[src/rtl/dec2_steer_ctrl_pkg.sv]
// Shared types for the 1-to-2 steering controller: FSM state encoding and target codes.
package dec2_pkg;

   typedef enum logic {
      RUN   = 1'b0,
      DRAIN = 1'b1
   } state_e;

   localparam logic TGT_OUT1 = 1'b0;
   localparam logic TGT_OUT2 = 1'b1;

endpackage

[src/rtl/dec2_steer_ctrl_if.sv]
// Producer and consumer handshake bundle for dec2_steer_ctrl.
// The slave modport is the steering block's view; master is the surrounding system.
interface dec2_steer_ctrl_if #(
   parameter int unsigned DW = 32
);
   logic          in_valid;
   logic          in_ready;
   logic [DW-1:0] in_data;
   logic          sel;
   logic          out1_valid;
   logic          out1_ready;
   logic [DW-1:0] out1_data;
   logic          out2_valid;
   logic          out2_ready;
   logic [DW-1:0] out2_data;

   modport slave (
      input  in_valid, in_data, sel, out1_ready, out2_ready,
      output in_ready, out1_valid, out1_data, out2_valid, out2_data
   );

   modport master (
      output in_valid, in_data, sel, out1_ready, out2_ready,
      input  in_ready, out1_valid, out1_data, out2_valid, out2_data
   );

endinterface

[src/rtl/dec2_steer_ctrl_hold_reg.sv]
// One-entry valid/ready holding register: load wins over consume, clear wins over both.
module dec2_hold_reg #(
   parameter int unsigned DW = 32
) (
   input  logic          clk,
   input  logic          rst_n,
   input  logic          load,
   input  logic          consume,
   input  logic          clear,
   input  logic [DW-1:0] load_data,
   output logic          valid,
   output logic [DW-1:0] data
);

   logic          valid_q, valid_d;
   logic [DW-1:0] data_q, data_d;

   always_comb begin
      valid_d = valid_q;
      data_d  = data_q;
      if (clear) begin
         // Data is deliberately kept; only the valid flag is dropped.
         valid_d = 1'b0;
      end else if (load) begin
         valid_d = 1'b1;
         data_d  = load_data;
      end else if (consume) begin
         valid_d = 1'b0;
      end
   end

   always_ff @(posedge clk or negedge rst_n) begin
      if (!rst_n) begin
         valid_q <= 1'b0;
         data_q  <= '0;
      end else begin
         valid_q <= valid_d;
         data_q  <= data_d;
      end
   end

   assign valid = valid_q;
   assign data  = data_q;

endmodule

[src/rtl/dec2_steer_ctrl.sv]
// Registered 1-to-2 word steering controller with explicit or round-robin targeting and mode-change drain.
// Optional per-destination saturating counters when DEC2_STEER_STATS_EN is defined.
module dec2_steer_ctrl
   import dec2_pkg::*;
#(
   parameter int unsigned DW = 32
`ifdef DEC2_STEER_STATS_EN
   , parameter int unsigned CNT_W = 16
`endif
) (
   input  logic                clk,
   input  logic                rst_n,
   dec2_steer_ctrl_if.slave    io,
   input  logic                mode_alt,
   input  logic                flush,
   output logic                busy
`ifdef DEC2_STEER_STATS_EN
   , output logic [CNT_W-1:0]  out1_cnt
   , output logic [CNT_W-1:0]  out2_cnt
`endif
);

   state_e state_q, state_d;
   logic   mode_q, mode_d;
   logic   rr_q, rr_d;
   logic   tgt, tgt_free, run_ok, in_ready, accept, load1, load2;

   assign tgt      = mode_q ? rr_q : io.sel;
   assign tgt_free = (tgt == TGT_OUT2) ? (!io.out2_valid || io.out2_ready)
                                       : (!io.out1_valid || io.out1_ready);
   // A pending mode change blocks acceptance in the same cycle it is seen.
   assign run_ok   = (state_q == RUN) && (mode_alt == mode_q) && !flush;
   assign in_ready = run_ok && tgt_free;
   assign accept   = io.in_valid && in_ready;
   assign load1    = accept && (tgt == TGT_OUT1);
   assign load2    = accept && (tgt == TGT_OUT2);

   assign io.in_ready = in_ready;

   dec2_hold_reg #(.DW(DW)) u_hold1 (
      .clk       (clk),
      .rst_n     (rst_n),
      .load      (load1),
      .consume   (io.out1_ready),
      .clear     (flush),
      .load_data (io.in_data),
      .valid     (io.out1_valid),
      .data      (io.out1_data)
   );

   dec2_hold_reg #(.DW(DW)) u_hold2 (
      .clk       (clk),
      .rst_n     (rst_n),
      .load      (load2),
      .consume   (io.out2_ready),
      .clear     (flush),
      .load_data (io.in_data),
      .valid     (io.out2_valid),
      .data      (io.out2_data)
   );

   always_comb begin
      state_d = state_q;
      mode_d  = mode_q;
      rr_d    = rr_q;
      case (state_q)
         RUN: begin
            if (mode_alt != mode_q) state_d = DRAIN;
            if (accept && mode_q)   rr_d    = ~rr_q;
         end
         DRAIN: begin
            if (!io.out1_valid && !io.out2_valid) begin
               state_d = RUN;
               mode_d  = mode_alt;
               rr_d    = 1'b0;
            end
         end
         default: state_d = RUN;
      endcase
      if (flush) rr_d = 1'b0;
   end

   always_ff @(posedge clk or negedge rst_n) begin
      if (!rst_n) begin
         state_q <= RUN;
         mode_q  <= 1'b0;
         rr_q    <= 1'b0;
      end else begin
         state_q <= state_d;
         mode_q  <= mode_d;
         rr_q    <= rr_d;
      end
   end

   assign busy = (state_q == DRAIN) || io.out1_valid || io.out2_valid;

`ifdef DEC2_STEER_STATS_EN
   logic [CNT_W-1:0] cnt1_q, cnt1_d, cnt2_q, cnt2_d;

   always_comb begin
      cnt1_d = cnt1_q;
      cnt2_d = cnt2_q;
      if (load1 && (cnt1_q != '1)) cnt1_d = cnt1_q + 1'b1;
      if (load2 && (cnt2_q != '1)) cnt2_d = cnt2_q + 1'b1;
   end

   always_ff @(posedge clk or negedge rst_n) begin
      if (!rst_n) begin
         cnt1_q <= '0;
         cnt2_q <= '0;
      end else begin
         cnt1_q <= cnt1_d;
         cnt2_q <= cnt2_d;
      end
   end

   assign out1_cnt = cnt1_q;
   assign out2_cnt = cnt2_q;
`endif

endmodule

[src/flat_wrapper.sv]
// flat-port wrapper written by rule: the top's interface ports become plain ports
module dec2_steer_ctrl_flat import dec2_pkg::*;
#(
   parameter int unsigned DW = 32

)
  (clk, rst_n, mode_alt, flush, busy, io_in_valid, io_in_data, io_sel, io_out1_ready, io_out2_ready, io_in_ready, io_out1_valid, io_out1_data, io_out2_valid, io_out2_data);
  dec2_steer_ctrl_if #(.DW(DW)) io_i ();
  input  logic clk;
  input  logic rst_n;
  input  logic mode_alt;
  input  logic flush;
  output logic busy;
  input wire logic [$bits(io_i.in_valid)-1:0] io_in_valid;
  input wire logic [$bits(io_i.in_data)-1:0] io_in_data;
  input wire logic [$bits(io_i.sel)-1:0] io_sel;
  input wire logic [$bits(io_i.out1_ready)-1:0] io_out1_ready;
  input wire logic [$bits(io_i.out2_ready)-1:0] io_out2_ready;
  output wire logic [$bits(io_i.in_ready)-1:0] io_in_ready;
  output wire logic [$bits(io_i.out1_valid)-1:0] io_out1_valid;
  output wire logic [$bits(io_i.out1_data)-1:0] io_out1_data;
  output wire logic [$bits(io_i.out2_valid)-1:0] io_out2_valid;
  output wire logic [$bits(io_i.out2_data)-1:0] io_out2_data;
  assign io_i.in_valid = io_in_valid;
  assign io_i.in_data = io_in_data;
  assign io_i.sel = io_sel;
  assign io_i.out1_ready = io_out1_ready;
  assign io_i.out2_ready = io_out2_ready;
  assign io_in_ready = io_i.in_ready;
  assign io_out1_valid = io_i.out1_valid;
  assign io_out1_data = io_i.out1_data;
  assign io_out2_valid = io_i.out2_valid;
  assign io_out2_data = io_i.out2_data;
  dec2_steer_ctrl #(.DW(DW)) u_core (.clk(clk), .rst_n(rst_n), .io(io_i), .mode_alt(mode_alt), .flush(flush), .busy(busy));
endmodule
[config.mk]
export PLATFORM = sky130hd
export DESIGN_NAME = dec2_steer_ctrl_flat
export DESIGN_NICKNAME = d
export VERILOG_FILES = /design/src/rtl/dec2_steer_ctrl_pkg.sv /design/src/rtl/dec2_steer_ctrl_if.sv /design/src/rtl/dec2_steer_ctrl_hold_reg.sv /design/src/rtl/dec2_steer_ctrl.sv /design/src/flat_wrapper.sv
export SDC_FILE = /design/constraint.sdc
export NUM_CORES = 1
export LEC_CHECK = 0
export CAP_MARGIN = 15
export CORE_MARGIN = 8
export CORE_UTILIZATION = 48
export DETAILED_ROUTE_END_ITERATION = 10
export PLACE_DENSITY_LB_ADDON = 0.2
export SLEW_MARGIN = 20
export SYNTH_ARGS = -nofsm -noshare
export SYNTH_HDL_FRONTEND = slang
export SYNTH_SLANG_ARGS = --single-unit
[constraint.sdc]
create_clock -name clk -period 4.7 [get_ports clk]
set_input_delay 0.705 -clock clk [delete_from_list [all_inputs] [get_ports clk]]
set_output_delay 0.705 -clock clk [all_outputs]
set_load 0.1 [all_outputs]
==> out/summary.txt, run 1 <==
run status: finished clean
endpoint class of the critical path: primary output
slack of the worst reg-to-reg path: 2.46 ns
clock sink count: 69
area taken by multi-input logic gates: 1130 um2
Horiz. Die Dim: 94.0 um
Post-route DRC: 0
Hold Buf Count CTS: 0
wire length per cell: 18.3 um
Detailed Routing Iterations Pass 1: 4
post-layout net count: 313
RePlAce Congestion: 0.787
number of hold violations in the final report: 0
number of library cell types mapped by synthesis: 19
synthesized instance count: 160
count of H-tree levels built during CTS: 3
core box area: 5890 um2
DR vias: 1742
share of the clock period used by the worst path: 0.598
clock tree from TritonCTS: done
Port Buf Inserts: 107
clock skew after layout: 0.00831 ns
depth of the most critical reg-to-reg path: 3
Yosys warning total: 0
max-cap viol count: 0
FF/Latch Area: 1730 um2
# Post-CTS Setup Buffers: 0
startpoint type of the worst setup path: input port
achievable clock frequency: 356 MHz
transition time at the pin with the least slew margin: 1.00 ns
Longest Clk Path Bufs: 2
worst reg2reg path endpoint: u_core.u_hold1.data[2]
vias per inst: 4.95
via count of the first global-routing pass: 1921
count of cells resized by post-cts repair: 0
accumulated negative setup slack: 0 ns
count of inserted antenna diode cells: 0
Slew Viols, Final: 0
class of the tightest hold or removal check: input port to async pin
global-route usage over all layers: 0.152
number of top-level pins: 108
clock latency on the worst-skew pair: 0.33 ns
Max-slew headroom: 0.331
final setup vio count: 0
post-synthesis sequential element count: 69
CTS Root Buffer Type: clkbuf_8
CTS buffer count: 9
antenna violations before repair: 0
Routed Antenna Nets: 0
maximum net fanout on the critical path: 3
Initial Util: 0.496
number of placement rows: 28
height of the chip: 94.0 um
Tmin final: 2.81 ns
post-DP HPWL: 4.71 mm
Post-Syn Nets: 200
post-synthesis sequential area ratio: 0.592
Congestion Overflow GR: 0
worst endpoint data arrival time: 2.11 ns
setup repair after global routing missed its margin: false
Avg Cell Area, Syn: 18.2 um2
required time at the worst-slack endpoint: 3.99 ns
origin of the critical flop-to-flop path: u_core.mode_q
count of fill cells added during filler insertion: 389
first-pass GRT wire length: 10.2 mm
wirelength, routed: 6.43 mm
signed area change from the synthesized netlist to the final layout: 43.9%
clock-pin slew reported for the worst setup and hold paths after clock tree synthesis: 0.06 ns
maximum number of pins on one net before global-route repair: 45
proportion of layout cells with a drive suffix above 1: 0.314
count of routing violations after the opening detailed-route iteration: 22
Mapped Area: 2920 um2
die area: 8830 um2
type of the worst setup path: input port to primary output
[cell usage after synthesis]
cell type  number  area [um2]
dfrtp_1        69        1730
nand4_4         1        21.3
nor2b_1         1        6.26
mux2_2          8        90.1
nand2b_1        2        12.5
nor2_1          2        7.51
nor4_1          1        6.26
mux2i_2         1        13.8
xor2_1          1        8.76
o21ai_0         2        10.0
mux2_4         58         871
nor3b_1         2        15.0
nor3_1          1        5.00
nand4b_4        1        23.8
nor2_4          1        11.3
buf_6           6        67.6
mux2i_1         1        10.0
nand3_1         1        5.00
or3_1           1        6.26
[how the worst max path moves through the flow]
stage / startpoint / end / slack [ns] / depth (start not counted)
floorplan: u_core.u_hold1.valid / io_in_ready / 1.10 / 3
global placement: flush / u_core.u_hold1.data[6] / 1.65 / 4
detailed placement: flush / u_core.u_hold1.data[28] / 1.60 / 4
CTS: io_sel / io_in_ready / 1.87 / 5
global route: io_sel / io_in_ready / 1.79 / 5
finish: io_sel / io_in_ready / 1.89 / 5
[registers in the layout, summed over array words and instances (netlist names)]
name and count:
u_core.u_hold2.valid 1, u_core.u_hold1.valid 1, u_core.u_hold2.data 32, u_core.mode_q 1, u_core.u_hold1.data 32, u_core.state_q 1
u_core.rr_q 1
[cells in the final DEF (no fill, tap or decap), drive strengths merged]
master         count
dfrtp             69
mux2i              2
nand2b             2
nor3b              2
nor4               1
nand3              1
nor3               1
xor2               1
o21ai              2
clkinv             1
clkbuf            14
clkdlybuf4s50    105
nand4b             1
or3                1
buf                3
nor2b              1
nand4              1
mux2              66
nor2               3
[cell type report]
cell class,instances,share of cell area
clock buffer,14,0.0411
multi-input combinational,85,0.269
tap,75,0.0223
clock inverter,1,0.00119
sequential,69,0.411
timing repair buffer,108,0.255
[critical path, stage by stage]
cell,delay [ns]
clkdlybuf4s50_1,0.41
mux2i_2,0.29
mux2i_1,0.16
nor4_2,0.21
buf_4,0.32
[metrics by stage]
| step | hold WS [ns] | std cells | cell area [um2] | util | setup slack [ns] |
|---|---|---|---|---|---|
| floorplan | 0.409 | 160 | 2920 | - | 1.10 |
| global placement | 0.486 | 337 | 4020 | 0.683 | 1.65 |
| detailed placement | 0.495 | 337 | 4020 | 0.683 | 1.60 |
| CTS | 0.512 | 352 | 4200 | 0.713 | 1.87 |
| global route | 0.522 | 352 | 4200 | 0.713 | 1.79 |
| finish | 0.511 | 352 | 4200 | 0.713 | 1.89 |
[per-layer routing]
layer,global-route usage,vias up,part of all wire
met3,0.0616,10,0.089
met1,0.198,868,0.46
met2,0.217,70,0.43
met4,0.0713,0,0.016
li1,-,794,-
met5,0,-,0
[logic make-up after synthesis]
logic type	count (synthesis)	share of synthesized area
XOR/XNOR	1	0.00300
AND/OR/NAND/NOR	14	0.0412
flip-flops	69	0.592
buffers and inverters	6	0.0232
multiplexers	68	0.337
AO/OA/AOI/OAI	2	0.00343
Power of run 1 is left out: the tool's default activity adds up to more than one toggle a clock period on the data nets, which glitch-free logic cannot reach.
==> inputs of run 2 (changes only) <==
Settings changed: CORE_UTILIZATION 48 to 44.
Clock period 4.7 ns to 2.7 ns, I/O delays scaled along.
==> run 2 against run 1 <==
Compared with the run above:
- critical path depth stayed put
- die area is 7.5% higher
- cell area is 2.1% lower
- critical path type unchanged
- critical endpoint unchanged
- highest routed layer unchanged
==> out/summary.txt, run 2 (synthesized netlist as in run 1, its figures left out) <==
run status: finished clean
CTS Root Buffer Type: clkbuf_8
cell family with the largest share of critical-path delay: buffers and inverters
clock sink count: 69
via count of the first global-routing pass: 1880
cell area after layout: 4110 um2
clock skew after layout: 0.00491 ns
share of the clock period used by the worst path: 0.843
worst endpoint data arrival time: 1.87 ns
Horiz. Die Dim: 97.4 um
clock tree from TritonCTS: done
Routed Antenna Nets: 0
clock latency on the worst-skew pair: 0.33 ns
post-layout net count: 317
max-cap viol count: 0
first-pass GRT wire length: 10.6 mm
most heavily used metal layer in global routing: met2
count of H-tree levels built during CTS: 3
critical path buffer and inverter count: 2
required time at the worst-slack endpoint: 2.30 ns
proportion of layout cells with a drive suffix above 1: 0.564
Port Buf Inserts: 107
Detailed Routing Iterations Pass 1: 3
number of placement rows: 29
count of cells resized by post-cts repair: 0
wirelength, routed: 6.45 mm
Hold Buf Count CTS: 0
type of the worst setup path: input port to primary output
critical path, cell by cell: clkdlybuf4s50_1, mux2i_2, mux2i_1, nor4_4, buf_12
core box area: 6390 um2
count of inserted antenna diode cells: 0
count of non-filler cells in the finished layout: 357
post-detailed-placement cell area: 3950 um2
DR vias: 1718
Longest Clk Path Bufs: 2
endpoint class of the critical path: primary output
clock-pin slew reported for the worst setup and hold paths after clock tree synthesis: 0.07 ns
setup repair after global routing missed its margin: false
Initial Util: 0.457
CTS buffer count: 9
accumulated negative setup slack: 0 ns
commonest non-fill, non-tap cells in the layout: buf_4 (69), dfrtp_1 (69), mux2_4 (58), clkdlybuf4s50_1 (38), clkbuf_8 (11)
Slew Viols, Final: 0
slack of the worst reg-to-reg path: 0.89 ns
final setup vio count: 0
global-route usage over all layers: 0.140
startpoint type of the worst setup path: input port
RePlAce Congestion: 0.817
vias per inst: 4.81
transition time at the pin with the least slew margin: 0.753 ns
Congestion Overflow GR: 0
met2 track demand over resource in global routing: 0.197
post-DP HPWL: 4.88 mm
dpl cells: 343
Post-route DRC: 0
wire length per cell: 18.1 um
number of hold violations in the final report: 0
number of top-level pins: 108
count of routing violations after the opening detailed-route iteration: 49
# Post-CTS Setup Buffers: 0
class of the tightest hold or removal check: input port to async pin
signed area change from the synthesized netlist to the final layout: 40.9%
maximum net fanout on the critical path: 3
CP max stage delay: 0.42 ns
master of the slowest instance on the critical path: clkdlybuf4s50_1
Max-slew headroom: 0.498
maximum number of pins on one net before global-route repair: 38
global routing usage on met1: 0.187
achievable clock frequency: 439 MHz
height of the chip: 97.4 um
die area: 9490 um2
Tmin final: 2.28 ns
met3 track utilization from global routing: 0.0576
antenna violations before repair: 0
run 2: cell count changes in the layout (fill, tap and decap cells not counted), sizes merged:
cell,previous run,this run
clkdlybuf4s50,105,38
buf,3,74
clkinv,1,2
clkbuf,14,12
run 2: final timing paths:
check,start,endpoint,cells after the start
worst max-delay path,io_sel,io_in_ready,5
min in group clk,u_core.u_hold2.data[25],u_core.u_hold2.data[25],1
worst min-delay path,rst_n,u_core.u_hold1.data[13],1
worst max register to register,u_core.mode_q,u_core.u_hold1.data[19],5
worst min register to register,u_core.u_hold2.data[25],u_core.u_hold2.data[25],1
max in group asynchronous,rst_n,u_core.u_hold1.data[9],2
run 2: routing by layer:
layer / vias to the layer above / wire [um]
li1: 802 / -
met1: 838 / 3040
met2: 69 / 2840
met3: 9 / 476
met4: 0 / 95
met5: - / 0
run 2: stage by stage:
stage	hold WS, ns	setup WS, ns	utilization
after floorplan	0.109	0.0267	-
after global placement	0.492	0.446	0.618
after detailed placement	0.496	0.389	0.618
after CTS	0.150	0.395	0.644
after global routing	0.188	0.332	0.644
final	0.141	0.424	0.644
run 2: final cells by class:
type | instances | area (um2)
clock inverters | 2 | 10.0
repair buffers | 112 | 983
flip-flops and latches | 69 | 1730
fillers | 492 | 2280
multi-input cells | 85 | 1140
well taps | 77 | 96.3
clock buffers | 12 | 155
Power of run 2 is left out for the same reason.
